**src/rtl/bcomp_pkg.sv**
```systemverilog
// Shared constants for the BCOMP condition unit: cond vector width, bit positions and packing helper.
// Used by bcomp_cond_unit (optional feature macro: BCOMP_COND_PARITY_EN).
package bcomp_pkg;

  localparam int COND_W   = 18;
  localparam int COND_RUN = 1;
  localparam int COND_IRQ = 2;
  localparam int COND_C   = 10;
  localparam int COND_Z   = 11;
  localparam int COND_N   = 13;
  localparam int COND_V   = 14;

  // flags word layout is {N,Z,C,V}
  localparam int FLAG_V = 0;
  localparam int FLAG_C = 1;
  localparam int FLAG_Z = 2;
  localparam int FLAG_N = 3;

  localparam int IR_OP_HI      = 15;
  localparam int IR_OP_LO      = 9;
  localparam int IR_MID        = 8;
  localparam int IR_LOW_HI     = 7;
  localparam int IR_LOW_LO     = 4;
  localparam int COND_OP_BASE  = 3;
  localparam int COND_MID      = 12;
  localparam int COND_LOW_BASE = 15;

  function automatic logic [COND_W:1] pack_cond(input logic run, input logic irq,
                                                input logic [15:0] ir, input logic [3:0] flags);
    logic [COND_W:1] c;
    c = '0;
    c[COND_RUN] = run;
    c[COND_IRQ] = irq;
    // opcode bits land in descending order: cond[3] is the instruction MSB
    for (int i = 0; i <= IR_OP_HI - IR_OP_LO; i++)
      c[COND_OP_BASE + i] = ir[IR_OP_HI - i];
    c[COND_MID] = ir[IR_MID];
    for (int i = 0; i <= IR_LOW_HI - IR_LOW_LO; i++)
      c[COND_LOW_BASE + i] = ir[IR_LOW_HI - i];
    c[COND_C] = flags[FLAG_C];
    c[COND_Z] = flags[FLAG_Z];
    c[COND_N] = flags[FLAG_N];
    c[COND_V] = flags[FLAG_V];
    return c;
  endfunction

endpackage

```
**src/rtl/bcomp_ir_fifo.sv**
```systemverilog
// Synchronous instruction buffer with push/pop/full/empty/count.
// With BCOMP_COND_PARITY_EN defined each entry also carries a parity-bad bit.
module bcomp_ir_fifo #(
  parameter int W     = 16,
  parameter int DEPTH = 2
) (
  input  logic                   clk,
  input  logic                   rst,
  input  logic                   push,
  input  logic [W-1:0]           wr_data,
`ifdef BCOMP_COND_PARITY_EN
  input  logic                   wr_bad,
  output logic                   rd_bad,
`endif
  input  logic                   pop,
  output logic [W-1:0]           rd_data,
  output logic                   full,
  output logic                   empty,
  output logic [$clog2(DEPTH):0] count
);

  localparam int AW = $clog2(DEPTH);
  localparam logic [AW-1:0] PTR_ONE = 1;
  localparam logic [AW:0]   CNT_ONE = 1;

  logic [W-1:0]  mem [DEPTH];
  logic [AW-1:0] wr_ptr, rd_ptr;
  logic          do_push, do_pop;

  assign full    = (count == (AW+1)'(DEPTH));
  assign empty   = (count == '0);
  assign do_push = push && !full;
  assign do_pop  = pop && !empty;
  assign rd_data = mem[rd_ptr];

  // power-of-2 depth lets the pointers wrap by plain overflow
  always_ff @(posedge clk or posedge rst) begin
    if (rst) begin
      wr_ptr <= '0;
      rd_ptr <= '0;
      count  <= '0;
    end else begin
      if (do_push) wr_ptr <= wr_ptr + PTR_ONE;
      if (do_pop)  rd_ptr <= rd_ptr + PTR_ONE;
      if (do_push && !do_pop)      count <= count + CNT_ONE;
      else if (do_pop && !do_push) count <= count - CNT_ONE;
    end
  end

  always_ff @(posedge clk) begin
    if (do_push) mem[wr_ptr] <= wr_data;
  end

`ifdef BCOMP_COND_PARITY_EN
  logic bad_mem [DEPTH];

  assign rd_bad = bad_mem[rd_ptr];

  always_ff @(posedge clk) begin
    if (do_push) bad_mem[wr_ptr] <= wr_bad;
  end
`endif

endmodule

```
**src/rtl/bcomp_cond_unit.sv**
```systemverilog
// Condition stage feeding the BCOMP controller x1..x18 inputs: instruction buffer, flags, run latch, irq sync.
// Optional BCOMP_COND_PARITY_EN adds odd-parity checking on pushed words and the parity_err output.
module bcomp_cond_unit
  import bcomp_pkg::*;
#(
  parameter int IR_W        = 16,
  parameter int FIFO_DEPTH  = 2,
  parameter int STALL_MAX   = 255,
  parameter int SYNC_STAGES = 2
) (
  input  logic            clk,
  input  logic            rst,
  input  logic [IR_W-1:0] ir_data,
  input  logic            ir_valid,
  output logic            ir_ready,
  input  logic            ir_pop,
  input  logic            flag_we,
  input  logic [3:0]      flags_in,
  input  logic            start,
  input  logic            halt,
  input  logic            irq_req,
  input  logic            irq_ack,
  output logic [COND_W:1] cond,
  output logic            cond_valid,
  output logic            stall_err
`ifdef BCOMP_COND_PARITY_EN
  ,
  output logic            parity_err
`endif
);

  localparam int CNT_W   = $clog2(FIFO_DEPTH) + 1;
  localparam int STALL_W = $clog2(STALL_MAX + 1);

  logic                 push, full, empty, stall_hit, irq_rise;
  logic [IR_W-1:0]      head;
  logic [CNT_W-1:0]     count;
  logic [3:0]           flags_q;
  logic                 run_q, irq_pend_q;
  logic [SYNC_STAGES:0] sync_q;
  logic [STALL_W-1:0]   stall_cnt;
  logic [COND_W:1]      cond_d;

  assign ir_ready   = !full;
  assign push       = ir_valid && ir_ready;
  assign cond_valid = (count != '0);

`ifdef BCOMP_COND_PARITY_EN
  logic wr_bad, head_bad;
  assign wr_bad = ~^ir_data;
`endif

  bcomp_ir_fifo #(.W(IR_W), .DEPTH(FIFO_DEPTH)) u_fifo (
    .clk     (clk),
    .rst     (rst),
    .push    (push),
    .wr_data (ir_data),
`ifdef BCOMP_COND_PARITY_EN
    .wr_bad  (wr_bad),
    .rd_bad  (head_bad),
`endif
    .pop     (ir_pop),
    .rd_data (head),
    .full    (full),
    .empty   (empty),
    .count   (count)
  );

  // extra flop past the synchroniser gives the previous level for edge detection
  assign irq_rise  = sync_q[SYNC_STAGES-1] && !sync_q[SYNC_STAGES];
  assign stall_hit = run_q && empty && (stall_cnt == STALL_W'(STALL_MAX));

  always_comb begin
    cond_d = pack_cond(run_q, irq_pend_q, empty ? 16'h0000 : head[15:0], flags_q);
`ifdef BCOMP_COND_PARITY_EN
    if (!empty && head_bad) cond_d = '0;
`endif
  end

  always_ff @(posedge clk or posedge rst) begin
    if (rst) begin
      flags_q    <= '0;
      run_q      <= 1'b0;
      irq_pend_q <= 1'b0;
      sync_q     <= '0;
      stall_cnt  <= '0;
      stall_err  <= 1'b0;
      cond       <= '0;
    end else begin
      if (flag_we) flags_q <= flags_in;
      if (halt || stall_hit) run_q <= 1'b0;
      else if (start)        run_q <= 1'b1;
      sync_q <= {sync_q[SYNC_STAGES-1:0], irq_req};
      if (irq_rise)     irq_pend_q <= 1'b1;
      else if (irq_ack) irq_pend_q <= 1'b0;
      if (!run_q || !empty) stall_cnt <= '0;
      else if (!stall_hit)  stall_cnt <= stall_cnt + 1'b1;
      if (stall_hit) stall_err <= 1'b1;
      cond <= cond_d;
    end
  end

`ifdef BCOMP_COND_PARITY_EN
  always_ff @(posedge clk or posedge rst) begin
    if (rst) parity_err <= 1'b0;
    else     parity_err <= push && wr_bad;
  end
`endif

endmodule

```
**config.mk**
```make
export PLATFORM = sky130hd
export DESIGN_NAME = bcomp_cond_unit
export DESIGN_NICKNAME = d
export VERILOG_FILES = /design/src/rtl/bcomp_pkg.sv /design/src/rtl/bcomp_ir_fifo.sv /design/src/rtl/bcomp_cond_unit.sv
export SDC_FILE = /design/constraint.sdc
export NUM_CORES = 1
export LEC_CHECK = 0
export BUFFER_PORTS_ARGS = -buffer_cell sky130_fd_sc_hd__buf_2
export CELL_PAD_IN_SITES_DETAIL_PLACEMENT = 1
export CELL_PAD_IN_SITES_GLOBAL_PLACEMENT = 1
export CORE_MARGIN = 4
export CORE_UTILIZATION = 25
export DETAILED_ROUTE_END_ITERATION = 8
export PLACE_DENSITY = 0.52
export SETUP_SLACK_MARGIN = 0.4
export SKIP_LAST_GASP = 1
export SLEW_MARGIN = 25
export SYNTH_ARGS = -nofsm -noshare
export SYNTH_HDL_FRONTEND = slang
export SYNTH_SLANG_ARGS = --single-unit
```
**constraint.sdc**
```tcl
create_clock -name clk -period 2 [get_ports clk]
set_clock_uncertainty 0.05 [all_clocks]
set_input_delay 0.2 -clock clk [delete_from_list [all_inputs] [get_ports clk]]
set_output_delay 0.2 -clock clk [all_outputs]
set_load 0.02 [all_outputs]
```
Yosys cells after proc, flatten, opt, wreduce, memory -nomap -nowiden. Memories as Yosys holds them, arrays and structs flattened. Index checks and enable logic that the tools add are counted.

Register bits after elaboration: 40. Bits in writable memories: 32. Input bits: 29. Output and inout port bits: 21. Logic and storage cells: 51. Memories kept: 1.

Memories: u_fifo.mem (words 2, bits a word 16, read ports 1, clocked after Yosys merged registers in 0, write ports 1, line bcomp_ir_fifo.sv:26) `logic [W-1:0] mem [DEPTH];`.

$add $sub $neg: 5. Equal/unequal tests: 3. Muxes and demuxes: 11. Reductions and logical operators: 21.

Operators by type and width (number): $mux W16 (1); $mux W8 (2); $add A8 B1 Y8 const B (1); $eq A8 B8 Y1 const B (1); $logic_and A1 B1 Y1 (8); $reduce_bool A2 Y1 (4); $logic_not A1 Y1 (6); $mux W1 (6); $mux W2 (2); $add A1 B1 Y1 const B (2); $add A2 B1 Y2 const B (1); $eq A2 B2 Y1 const B (1); $logic_not A2 Y1 (1); $logic_or A1 B1 Y1 (2); $ne A2 B1 Y1 const B (1); $sub A2 B1 Y2 const B (1).

Depth between registers and ports, before layout. Gate-level depths: netlist of run 1.

Depth after elaboration: 8. Depth in mapped cells: 7. Mapped depth without buffers: 7.

Modules after synthesis. From an unflattened synthesis of run 1, not the netlist that was laid out.

Cells, all modules: 168. Area total of the unflattened synthesis: 2702.6 um^2.

Modules (own cells, without submodules): bcomp_ir_fifo (instances 1, cells an instance 70, area an instance 1406.3 um^2, seq. area each 1061.0 um^2); bcomp_cond_unit (instances 1, cells an instance 98, area an instance 1296.2 um^2, seq. area each 900.9 um^2).

Least setup slack after synthesis of run 1. Ideal clock, no wire load.

Kind: reg-to-reg. Start: reg u_fifo.count[0]. End: mem u_fifo.mem[0][10], enable pin. Library setup time: 0.380 ns. Arrival time: 1.405 ns. Data required time: 1.570 ns. Path slack: 0.164 ns. Cell stages (with the launch flop): 4. Path buffers: 0. Clock period less this slack: 1.836 ns. Cell sequence: dfrtp_1 -> nand2b_1 -> nand2_1 -> nor2_1.

Longest elaborated chain between the ends: 6.

Ends and longest elaborated chain: start: declaration (line bcomp_ir_fifo.sv:19) `output logic [$clog2(DEPTH):0] count`; start signal: assignment (line bcomp_ir_fifo.sv:45) `if (do_push && !do_pop) count <= count + CNT_ONE;`; start signal: assignment (line bcomp_ir_fifo.sv:46) `else if (do_pop && !do_push) count <= count - CNT_ONE;`; $eq A2 B2 Y1 * (line bcomp_ir_fifo.sv:30) `assign full = (count == (AW+1)'(DEPTH));`; $logic_not A1 Y1 * (line bcomp_cond_unit.sv:44) `assign ir_ready = !full;`; net ir_ready (line bcomp_cond_unit.sv:15) `output logic ir_ready,`; $logic_and A1 B1 Y1 (line bcomp_cond_unit.sv:45) `assign push = ir_valid && ir_ready;`; $logic_and A1 B1 Y1 * (line bcomp_ir_fifo.sv:32) `assign do_push = push && !full;`; $mux W1 * (line bcomp_ir_fifo.sv:51) `if (do_push) mem[wr_ptr] <= wr_data;`; $mux W1 (implied by the code) * (line bcomp_ir_fifo.sv:51); end: declaration (line bcomp_ir_fifo.sv:26).

Mark *: on every way through the listed nets, which the timed path passes. The rest lies on a longest branch.

Worst setup path after layout of run 1.
Start: reg stall_cnt[0]. End: reg stall_cnt[5].

Longest elaborated chain between the ends: 3. Elaborated cells on any way between the ends: 6. Classes of those cells: 1 x add/sub; 2 x eq/ne; 2 x mux; 1 x reduce/logical.

Ends and longest elaborated chain: start: declaration (line bcomp_cond_unit.sv:41) `logic [STALL_W-1:0] stall_cnt;`; start signal: assignment (line bcomp_cond_unit.sv:97) `else if (!stall_hit) stall_cnt <= stall_cnt + 1'b1;`; $add A8 B1 Y8 or $eq A8 B8 Y1 (tied branches) (line bcomp_cond_unit.sv:97, bcomp_cond_unit.sv:71); $mux W8 or $logic_and A1 B1 Y1 (tied branches) (line bcomp_cond_unit.sv:97, bcomp_cond_unit.sv:71); $mux W8 or $ne A2 B1 Y1 (tied branches).

Parallel ways exist; a longest one is shown, timed or not. The select of a mux whose other input is x is not followed. A chain may end at the register's enable or synchronous reset.

==> results of run 1 <==
## per-stage QoR
| stage | power [uW] | area [um2] | utilization, % | instances | setup slack [ps] |
|---|---|---|---|---|---|
| global placement | 2850 | 2690 | 30.4 | 307 | 420 |
| finish | 3900 | 3050 | 34.5 | 342 | 482 |
| global route | 4170 | 3050 | 34.5 | 342 | 388 |
| floorplan | 2490 | 2300 | - | 152 | 426 |
| detailed placement | 2870 | 2690 | 30.4 | 307 | 415 |
| CTS | 3950 | 3030 | 34.2 | 339 | 424 |
## sequential cells by signal, indices dropped and copies added, names as in the netlist
signal         flops
u_fifo.mem        24
cond              18
stall_cnt          8
flags_q            4
sync_q             3
u_fifo.count       2
irq_pend_q         1
run_q              1
stall_err          1
u_fifo.rd_ptr      1
u_fifo.wr_ptr      1
## synth_stat cells, types with 3 or more instances
master | count | share of area, %
dfrtp_1 | 40 | 44
edfxtp_1 | 24 | 31
nor2_1 | 16 | 2.6
mux2i_1 | 12 | 5.2
inv_1 | 6 | 0.98
nand2_1 | 5 | 0.82
nor3_1 | 5 | 1.1
mux2_2 | 4 | 2.0
xnor2_1 | 4 | 1.5
a21oi_1 | 3 | 0.65
a31oi_1 | 3 | 0.82
buf_2 | 3 | 0.65
nand3_1 | 3 | 0.65
## final cells by class
type                            count  area, um2  area share, %
Timing Repair Buffer               70        448           14.7
Clock inverter                      7       55.1           1.80
Tap cell                          108        135           4.43
Multi-Input combinational cell     78        546           17.9
Inverter                            6       22.5          0.738
Clock buffer                        9        124           4.06
Sequential cell                    64       1720           56.4
## where the power goes
part	internal (uW)	total [uW]	switching, uW
registers	1690	1820	130
logic	459	1100	641
clock network	459	988	529
total	2600	3900	1300
## path summary, 6_finish.rpt
kind	slack, ps	endpoint	from	depth (start not counted)
worst min register to register	310	sync_q[1]$_DFF_PP0_	sync_q[0]$_DFF_PP0_	0
worst min-delay path	30	u_fifo.mem[1][12]$_DFFE_PP_	ir_data[12]	1
max in group asynchronous	920	u_fifo.count[0]$_DFFE_PP0P_	rst	4
min in group asynchronous	390	cond[7]$_DFF_PP0_	rst	3
worst max-delay path	480	stall_cnt[5]$_DFFE_PP0P_	stall_cnt[0]$_DFFE_PP0P_	4
worst max register to register	480	stall_cnt[5]$_DFFE_PP0P_	stall_cnt[0]$_DFFE_PP0P_	4
## critical path: cells and delay by family, from the launching register on
| kind | cells | cell delay (ps) |
|---|---|---|
| AND/OR/NAND/NOR | 2 | 310 |
| flip-flops | 1 | 430 |
| adder cells (fa/ha/maj) | 1 | 270 |
| AO/OA/AOI/OAI | 1 | 340 |
## per-layer routing
metal / vias to the layer above / wire [um] / share of wire (%)
met1: 727 / 2030 / 43
li1: 696 / - / -
met5: - / 0 / 0
met2: 38 / 2410 / 51
met3: 5 / 243 / 5.1
met4: 0 / 59 / 1.2
## logic make-up after synthesis
logic type / share of synthesized area [%]
mux: 7.18
fa+ha+maj: 1.09
xor+xnor: 2.29
compound gates: 4.90
simple gates: 7.73
buf+inv: 1.96
flops: 74.9
## layout by cell type (no fill, tap or decap), types with 3 or more instances in the layout
master         count
a21oi_1            3
a31oi_1            3
buf_2             45
buf_4             11
clkbuf_8           9
dfrtp_1           39
dlygate4sd3_1     14
edfxtp_1          24
inv_1              5
mux2_2             4
mux2i_1           12
nand2_1            4
nand3_1            3
nor2_1            15
nor3_1             5
xnor2_1            4
## what timing repair did
item / CTS / global route
endpoints found under the hold margin: 38 / 0
hold buffers: 14 / 0
setup buffers: 2 / 3
pin swaps: 0 / 1
gates resized for setup: 2 / 1
setup endpoints to repair: 2 / 2
==> run_results.csv, run 1 <==
group,metric,value,unit
global_route,top_usage_layer,"met2",
clock_tree,cts_root_buf,"clkbuf_8",
floorplanning,core_area,8850,um2
clock_tree,cts_sinks,64,
global_route,grt_max_degree,19,
floorplanning,die_y,104,um
route,wl_per_cell,13.9,um
route,ant_nets,0,
synth,synth_edf_count,24,
min_path,hp-class,"in2reg",
timing,finalSetupTns,0,ps
timing,rsz0062_at_grt,"true",
critical_path,crit_slowest_cell,"dfrtp_1",
synth,synth-seq-cells,64,
critical_path,end_kind,"flop",
power_and_ir_drop,p_leak,0.00134,uW
clock_tree,cts_tree,"done",
route,wl,4.74,mm
synth,synth_nets,183,
clock_tree,clk_pin_slew,80,ps
critical_path,slowest_delay,430,ps
synth,synth_cell_types,30,
synth,synth_area,2300,um2
final_layout,diodes,0,
place,port_buffers,45,
power_and_ir_drop,ir_worst_vdd,0.514,mV
place,dpl.hpwl,3.10,mm
synth,synth_cells,152,
global_route,grt_pass1_vias,1615,
timing,finalCriticalPeriod,1520,ps
global_route,grt_pass1_wl,7.97,mm
power_and_ir_drop,powerDensity,1280,nW/um2
place,place_congestion,0.665,
critical_path,criticalPathCategory,"reg2reg",
synth,ys.flop_type,"dfrtp_1",
clock_tree,clk_latency,330,ps
timing,setup_viol,0,
clock_tree,cts_htree_levels,3,
floorplanning,io_pins,50,
synth,seq_area_frac_synth,74.9,%
floorplanning,start_util,26.0,%
critical_path,start_kind,"flop",
global_route,overflow,0,
global_route,grt_usage,9.50,%
critical_path,critical_path.cell_chain,"ha_1 -> nand3_1 -> nor2_1 -> o311a_1",
floorplanning,fp-row-count,34,
timing,max_freq,0.659,GHz
route,drc,0,
critical_path,cp.arrival,1680,ps
synth,synth.avg_cell_area,15.1,um2
clock_tree,cts_made_buffers,9,
global_route,antenna_found_initial,0,
timing,finalCritPeriodShare,75.9,%
timing,finalHoldViolations,0,
route,drt_iter0_drc,40,
floorplanning,die_x,104,um
critical_path,worstPathMaxFanout,5,
final_layout,fillers,973,
outcome,status,"finished, final reports clean",
route,first_pass_iters,3,
synth,async_reset_ff_share,62.5,%
clock_tree,cts_buffer_depth,2,
synth,ys_warn_count,0,
timing,hold_ws,25.1,ps
timing,slew_viol_final,0,
final_layout,area_growth,32.8,%
global_route,grtUsageMet3,2.92,%
final_layout,nNetsFinal,260,
timing,slew_headroom,51.5,%
final_layout,drive_gt1_share,35.0,%
timing,worstMarginPinSlew,723,ps
global_route,grt_util_met2,16.0,%
critical_path,required,2170,ps
route,viasPerCell,4.29,
floorplanning,dieArea,10800,um2
run,maxCapViolations,0,
global_route,grtUsageMet1,10.9,%
route,via_count,1466,
No activity file was read; power rests on OpenSTA's default activity.
==> inputs of run 2 (changes only) <==
--- a/config.mk
+++ b/config.mk
@@ -11,7 +11,7 @@
 export CORE_MARGIN = 4
 export CORE_UTILIZATION = 25
 export DETAILED_ROUTE_END_ITERATION = 8
-export PLACE_DENSITY = 0.52
+export PLACE_DENSITY = 0.54
 export SETUP_SLACK_MARGIN = 0.4
 export SKIP_LAST_GASP = 1
 export SLEW_MARGIN = 25
==> constraint.sdc (replaced) <==
create_clock -name clk -period 1.3 [get_ports clk]
set_clock_uncertainty 0.05 [all_clocks]
set_input_delay 0.13 -clock clk [delete_from_list [all_inputs] [get_ports clk]]
set_output_delay 0.13 -clock clk [all_outputs]
set_load 0.02 [all_outputs]
==> run 2 against run 1 <==
- the run now ends with setup timing left
- non-clock buffer count up 44
- critical endpoint is now u_fifo.count[1]$_DFFE_PP0P_
- hold slack better by 33 ps
- clock power up 46%
- routed wire length up 15%
- utilization up 9.1 points
==> run_results.csv, run 2 (same netlist as run 1, synthesis figures left out) <==
group,metric,value,unit
global_route,antenna_found_initial,0,
final_layout,diodes,0,
clock_tree,cts_root_buf,"clkbuf_8",
timing,finalCritPeriodShare,119,%
place,port_buffers,45,
critical_path,end_kind,"flop",
final_layout,final_cell_mix,"dfrtp_1 (36), buf_4 (33), buf_6 (30)",
route,wl_per_cell,14.2,um
place,dpl.hpwl,3.41,mm
place,pre_cts_ws,-140,ps
global_route,grtUsageMet1,13.4,%
final_layout,seqCellArea,1730,um2
min_path,hp-class,"in2reg",
route,via_count,1641,
timing,worstMarginPinSlew,324,ps
final_layout,regMostFlops,"u_fifo.mem",
floorplanning,die_y,104,um
critical_path,cp.arrival,1740,ps
min_path,hold_start,"start",
floorplanning,die_x,104,um
critical_path,crit_buf_inv,2,
critical_path,slowest_delay,430,ps
route,ant_nets,0,
clock_tree,clk_latency,330,ps
timing,setup_ws,-243,ps
floorplanning,dieArea,10800,um2
route,drc,0,
place,place_congestion,0.722,
power_and_ir_drop,powerDensity,1910,nW/um2
power_and_ir_drop,p_leak,0.00165,uW
clock_tree,cts_tree,"done",
final_layout,stdcell_area,3860,um2
global_route,grt_util_met2,18.6,%
global_route,grt_pass1_wl,9.45,mm
critical_path,path_common_cell,"xor2_1",
outcome,status,"complete, but fails checks",
run,maxCapViolations,0,
timing,setup_viol,41,
global_route,grt_pass1_vias,1906,
timing,slew_headroom,78.4,%
timing,rsz0062_at_grt,"true",
clock_tree,cts_sinks,64,
place,placed_cell_area,2940,um2
floorplanning,core_area,8850,um2
timing,finalHoldViolations,0,
clock_tree,cts_htree_levels,3,
timing,finalCriticalPeriod,1540,ps
power_and_ir_drop,ir_worst_vdd,1.25,mV
critical_path,r2r-start,"u_fifo.count[0]$_DFFE_PP0P_",
final_layout,area_growth,67.8,%
final_layout,layout.cells.most_common,"dfrtp_1",
outcome,violations,"setup timing",
final_layout,fillers,911,
critical_path,crit_slowest_cell,"dfrtp_2",
critical_path,crit_family,"flip-flops",
final_layout,largest_reg_flops,24,
global_route,overflow,0,
clock_tree,cts_made_buffers,9,
critical_path,required,1490,ps
clock_tree,clk_pin_slew,70,ps
final_layout,multi_input_area,766,um2
critical_path,start_kind,"flop",
critical_path,startpoint,"u_fifo.count[0]$_DFFE_PP0P_",
route,wl,5.46,mm
critical_path,criticalPathCategory,"reg2reg",
floorplanning,fp-row-count,34,
final_layout,nNetsFinal,304,
floorplanning,io_pins,50,
final_layout,drive_gt1_share,55.8,%
global_route,grt_usage,11.1,%
global_route,top_usage_layer,"met2",
route,first_pass_iters,5,
final_layout,reg_top3,"u_fifo.mem x24, cond x18, stall_cnt x8",
clock_tree,cts_buffer_depth,2,
route,viasPerCell,4.25,
global_route,grt_max_degree,20,
critical_path,worstPathMaxFanout,3,
timing,slew_viol_final,0,
floorplanning,start_util,26.0,%
critical_path,critical_path.cell_chain,"buf_6 -> nand2b_4 -> nand2_4 -> inv_2 -> ha_4 -> xor2_1 -> nor2_1 -> xor2_1",
route,drt_iter0_drc,30,
timing,max_freq,0.648,GHz
global_route,grtUsageMet3,3.72,%
-- run 2: through the flow --
step	TNS (ps)	power, uW	hold WS (ps)	utilization (%)	instances
after global routing	-6640	7810	50.1	43.6	386
after CTS	-3570	7360	45.4	42.2	375
after detailed placement	-689	4850	98.3	33.3	322
final	-3830	7350	58.0	43.6	386
after floorplan	-162	3940	58.7	-	152
after global placement	-273	4800	89.2	33.3	322
-- run 2: worst reg2reg max path, stage by stage, from the launching register on --
cell	delay [ps]
dfrtp_2	430
buf_6	120
nand2b_4	140
nand2_4	80
inv_2	50
ha_4	150
xor2_1	130
nor2_1	130
xor2_1	170
-- run 2: final cells by class --
type / instances / area share, %
Multi-Input combinational cell: 78 / 19.8
Timing Repair Buffer: 114 / 27.0
Sequential cell: 64 / 44.7
Clock inverter: 6 / 0.972
Tap cell: 108 / 3.50
Inverter: 6 / 0.681
Clock buffer: 10 / 3.31
-- run 2: where the power goes --
| part | leakage [uW] | internal, uW | switching (uW) |
|---|---|---|---|
| clock network | 0.0000781 | 680 | 756 |
| registers | 0.000715 | 2600 | 206 |
| logic | 0.000857 | 1710 | 1400 |
| total | 0.00165 | 5000 | 2360 |
-- run 2: what timing repair did --
item	in CTS	in global routing
gates cloned	0	0
setup endpoints to repair	71	79
hold endpoints to repair	44	0
gates resized for setup	83	8
pin swaps	29	6
hold buffers	20	0
setup buffers	17	11
-- run 2: final timing paths --
| kind | end | slack [ps] | cells after the start |
|---|---|---|---|
| hold / removal | run_q$_DFFE_PP0P_ | 60 | 3 |
| max in group asynchronous | stall_cnt[4]$_DFFE_PP0P_ | 620 | 4 |
| setup / recovery | u_fifo.count[1]$_DFFE_PP0P_ | -240 | 8 |
| setup reg to reg | u_fifo.count[1]$_DFFE_PP0P_ | -240 | 8 |
| hold reg to reg | sync_q[1]$_DFF_PP0_ | 310 | 0 |
| min in group asynchronous | u_fifo.rd_ptr$_DFFE_PP0P_ | 390 | 4 |
-- run 2: per-layer routing --
metal,share of wire [%],wire length (um),vias up
met2,51,2790,38
met3,3.9,214,7
met5,0,0,-
met1,44,2400,813
met4,1.1,61,0
li1,-,-,783
==> inputs of run 3 (changes only) <==
--- a/config.mk
+++ b/config.mk
@@ -13,7 +13,6 @@
 export DETAILED_ROUTE_END_ITERATION = 8
 export PLACE_DENSITY = 0.54
 export SETUP_SLACK_MARGIN = 0.4
-export SKIP_LAST_GASP = 1
 export SLEW_MARGIN = 25
 export SYNTH_ARGS = -nofsm -noshare
 export SYNTH_HDL_FRONTEND = slang
==> run 3 against run 2 <==
- critical path type unchanged
- sequential power about the same
- largest cell class unchanged
- setup slack worse by 14 ps
- the flow still finishes with violations (setup timing)
- critical path depth shrank 1
==> run_results.csv, run 3 (same netlist as run 1, synthesis figures left out) <==
group,metric,value,unit
floorplanning,fp-row-count,34,
critical_path,start_kind,"flop",
route,wl,5.73,mm
global_route,grt_usage,11.1,%
global_route,top_usage_layer,"met2",
power_and_ir_drop,powerDensity,1940,nW/um2
global_route,antenna_found_initial,0,
clock_tree,cts_tree,"done",
timing,max_freq,0.642,GHz
final_layout,layout.cells.most_common,"dfrtp_1",
route,drc,0,
power_and_ir_drop,ir_worst_vdd,1.23,mV
final_layout,diodes,0,
critical_path,r2r-start,"u_fifo.count[0]$_DFFE_PP0P_",
timing,slew_viol_final,0,
clock_tree,cts_sinks,64,
critical_path,critical_path.cell_chain,"buf_4 -> buf_4 -> o21ai_4 -> ha_4 -> xor2_1 -> nor2_1 -> xor2_1",
route,first_pass_iters,5,
place,place_congestion,0.722,
global_route,grt_pass1_vias,1913,
critical_path,rr_endpoint,"u_fifo.count[1]$_DFFE_PP0P_",
critical_path,criticalPathCategory,"reg2reg",
global_route,grt_pass1_wl,9.47,mm
run,maxCapViolations,0,
timing,slew_headroom,81.4,%
outcome,violations,"setup timing",
critical_path,r2r.worst_path.cells,7,
timing,finalCritPeriodShare,120,%
route,drt_iter0_drc,16,
timing,hold_ws,56.4,ps
critical_path,required,1460,ps
final_layout,final_cell_mix,"dfrtp_1 (36), buf_6 (33), buf_4 (33)",
critical_path,cp-endpoint,"u_fifo.count[1]$_DFFE_PP0P_",
critical_path,r2r_setup_slack,-260,ps
floorplanning,dieArea,10800,um2
final_layout,regMostFlops,"u_fifo.mem",
global_route,grt_max_degree,20,
floorplanning,die_y,104,um
route,via_count,1675,
critical_path,startpoint,"u_fifo.count[0]$_DFFE_PP0P_",
critical_path,crit_buf_inv,2,
clock_tree,cts_htree_levels,3,
clock_tree,cts_buffer_depth,2,
critical_path,crit_family,"flip-flops",
place,dpl.hpwl,3.41,mm
clock_tree,clk_latency,340,ps
timing,setup_ws,-257,ps
global_route,overflow,0,
route,ant_nets,0,
power_and_ir_drop,power,7660,uW
final_layout,drive_gt1_share,57.8,%
final_layout,nNetsFinal,308,
floorplanning,start_util,26.0,%
global_route,grtUsageMet1,13.4,%
clock_tree,cts_made_buffers,9,
final_layout,reg_top3,"u_fifo.mem x24, cond x18, stall_cnt x8",
floorplanning,die_x,104,um
min_path,hp-class,"in2reg",
final_layout,largest_reg_flops,24,
outcome,status,"complete, but fails checks",
timing,finalHoldViolations,0,
critical_path,cp.depth,7,
global_route,grtUsageMet3,3.72,%
critical_path,crit_slowest_cell,"dfrtp_2",
timing,finalSetupTns,-4620,ps
critical_path,slowest_delay,420,ps
timing,rsz0062_at_grt,"true",
place,pre_cts_ws,-140,ps
clock_tree,cts_root_buf,"clkbuf_8",
floorplanning,core_area,8850,um2
timing,setup_viol,40,
route,wl_per_cell,14.7,um
critical_path,worstPathMaxFanout,2,
critical_path,end_kind,"flop",
floorplanning,io_pins,50,
final_layout,area_growth,71.9,%
route,viasPerCell,4.29,
critical_path,cp.arrival,1720,ps
clock_tree,clk_pin_slew,80,ps
place,port_buffers,45,
power_and_ir_drop,p_leak,0.00168,uW
global_route,grt_util_met2,18.6,%
timing,finalCriticalPeriod,1560,ps
timing,worstMarginPinSlew,271,ps
==> run 3: worst min-delay path by stage <==
stage | startpoint | to | slack [ps] | depth (start not counted)
finish | start | run_q$_DFFE_PP0P_ | 60 | 3
global placement | rst | stall_err$_DFFE_PP0P_ | 90 | 2
CTS | flag_we | flags_q[0]$_DFFE_PP0P_ | 50 | 2
floorplan | rst | cond[10]$_DFF_PP0_ | 60 | 1
global route | flag_we | flags_q[0]$_DFFE_PP0P_ | 50 | 2
detailed placement | rst | stall_err$_DFFE_PP0P_ | 100 | 2
==> run 3: layout make-up <==
class                   instances  area, um2
clock buffers                  10        128
clock inverters                 6       37.5
fillers                       901       4900
inverters                       6       26.3
multi-input cells              79        825
flip-flops and latches         64       1730
well taps                     108        135
repair buffers                117       1070
==> run 3: timing repair <==
action,CTS,global route
pin swaps,29,5
setup buffers,17,14
cloned,0,1
hold endpoints to repair,44,0
setup endpoints to repair,71,79
resized for setup,88,16
hold buffers,20,0
==> run 3: layer usage <==
| metal | routed length, um | up-vias |
|---|---|---|
| li1 | - | 794 |
| met1 | 2450 | 832 |
| met2 | 2980 | 42 |
| met3 | 238 | 7 |
| met4 | 63 | 0 |
| met5 | 0 | - |
==> run 3: power by group <==
part	switching, uW	internal [uW]
Clock	755	680
Combinational	1520	1880
Sequential	217	2600
Total	2490	5170
==> run 3: worst min-delay path: stages <==
cell and delay (ps):
buf_2 100, nor2_1 120, a211oi_2 60
==> run 3: through the flow <==
stage	area, um2	instances	util (%)
floorplan	2390	152	-
global placement	2940	322	33.3
detailed placement	2940	322	33.3
CTS	3750	375	42.4
global route	3950	390	44.7
finish	3950	390	44.7
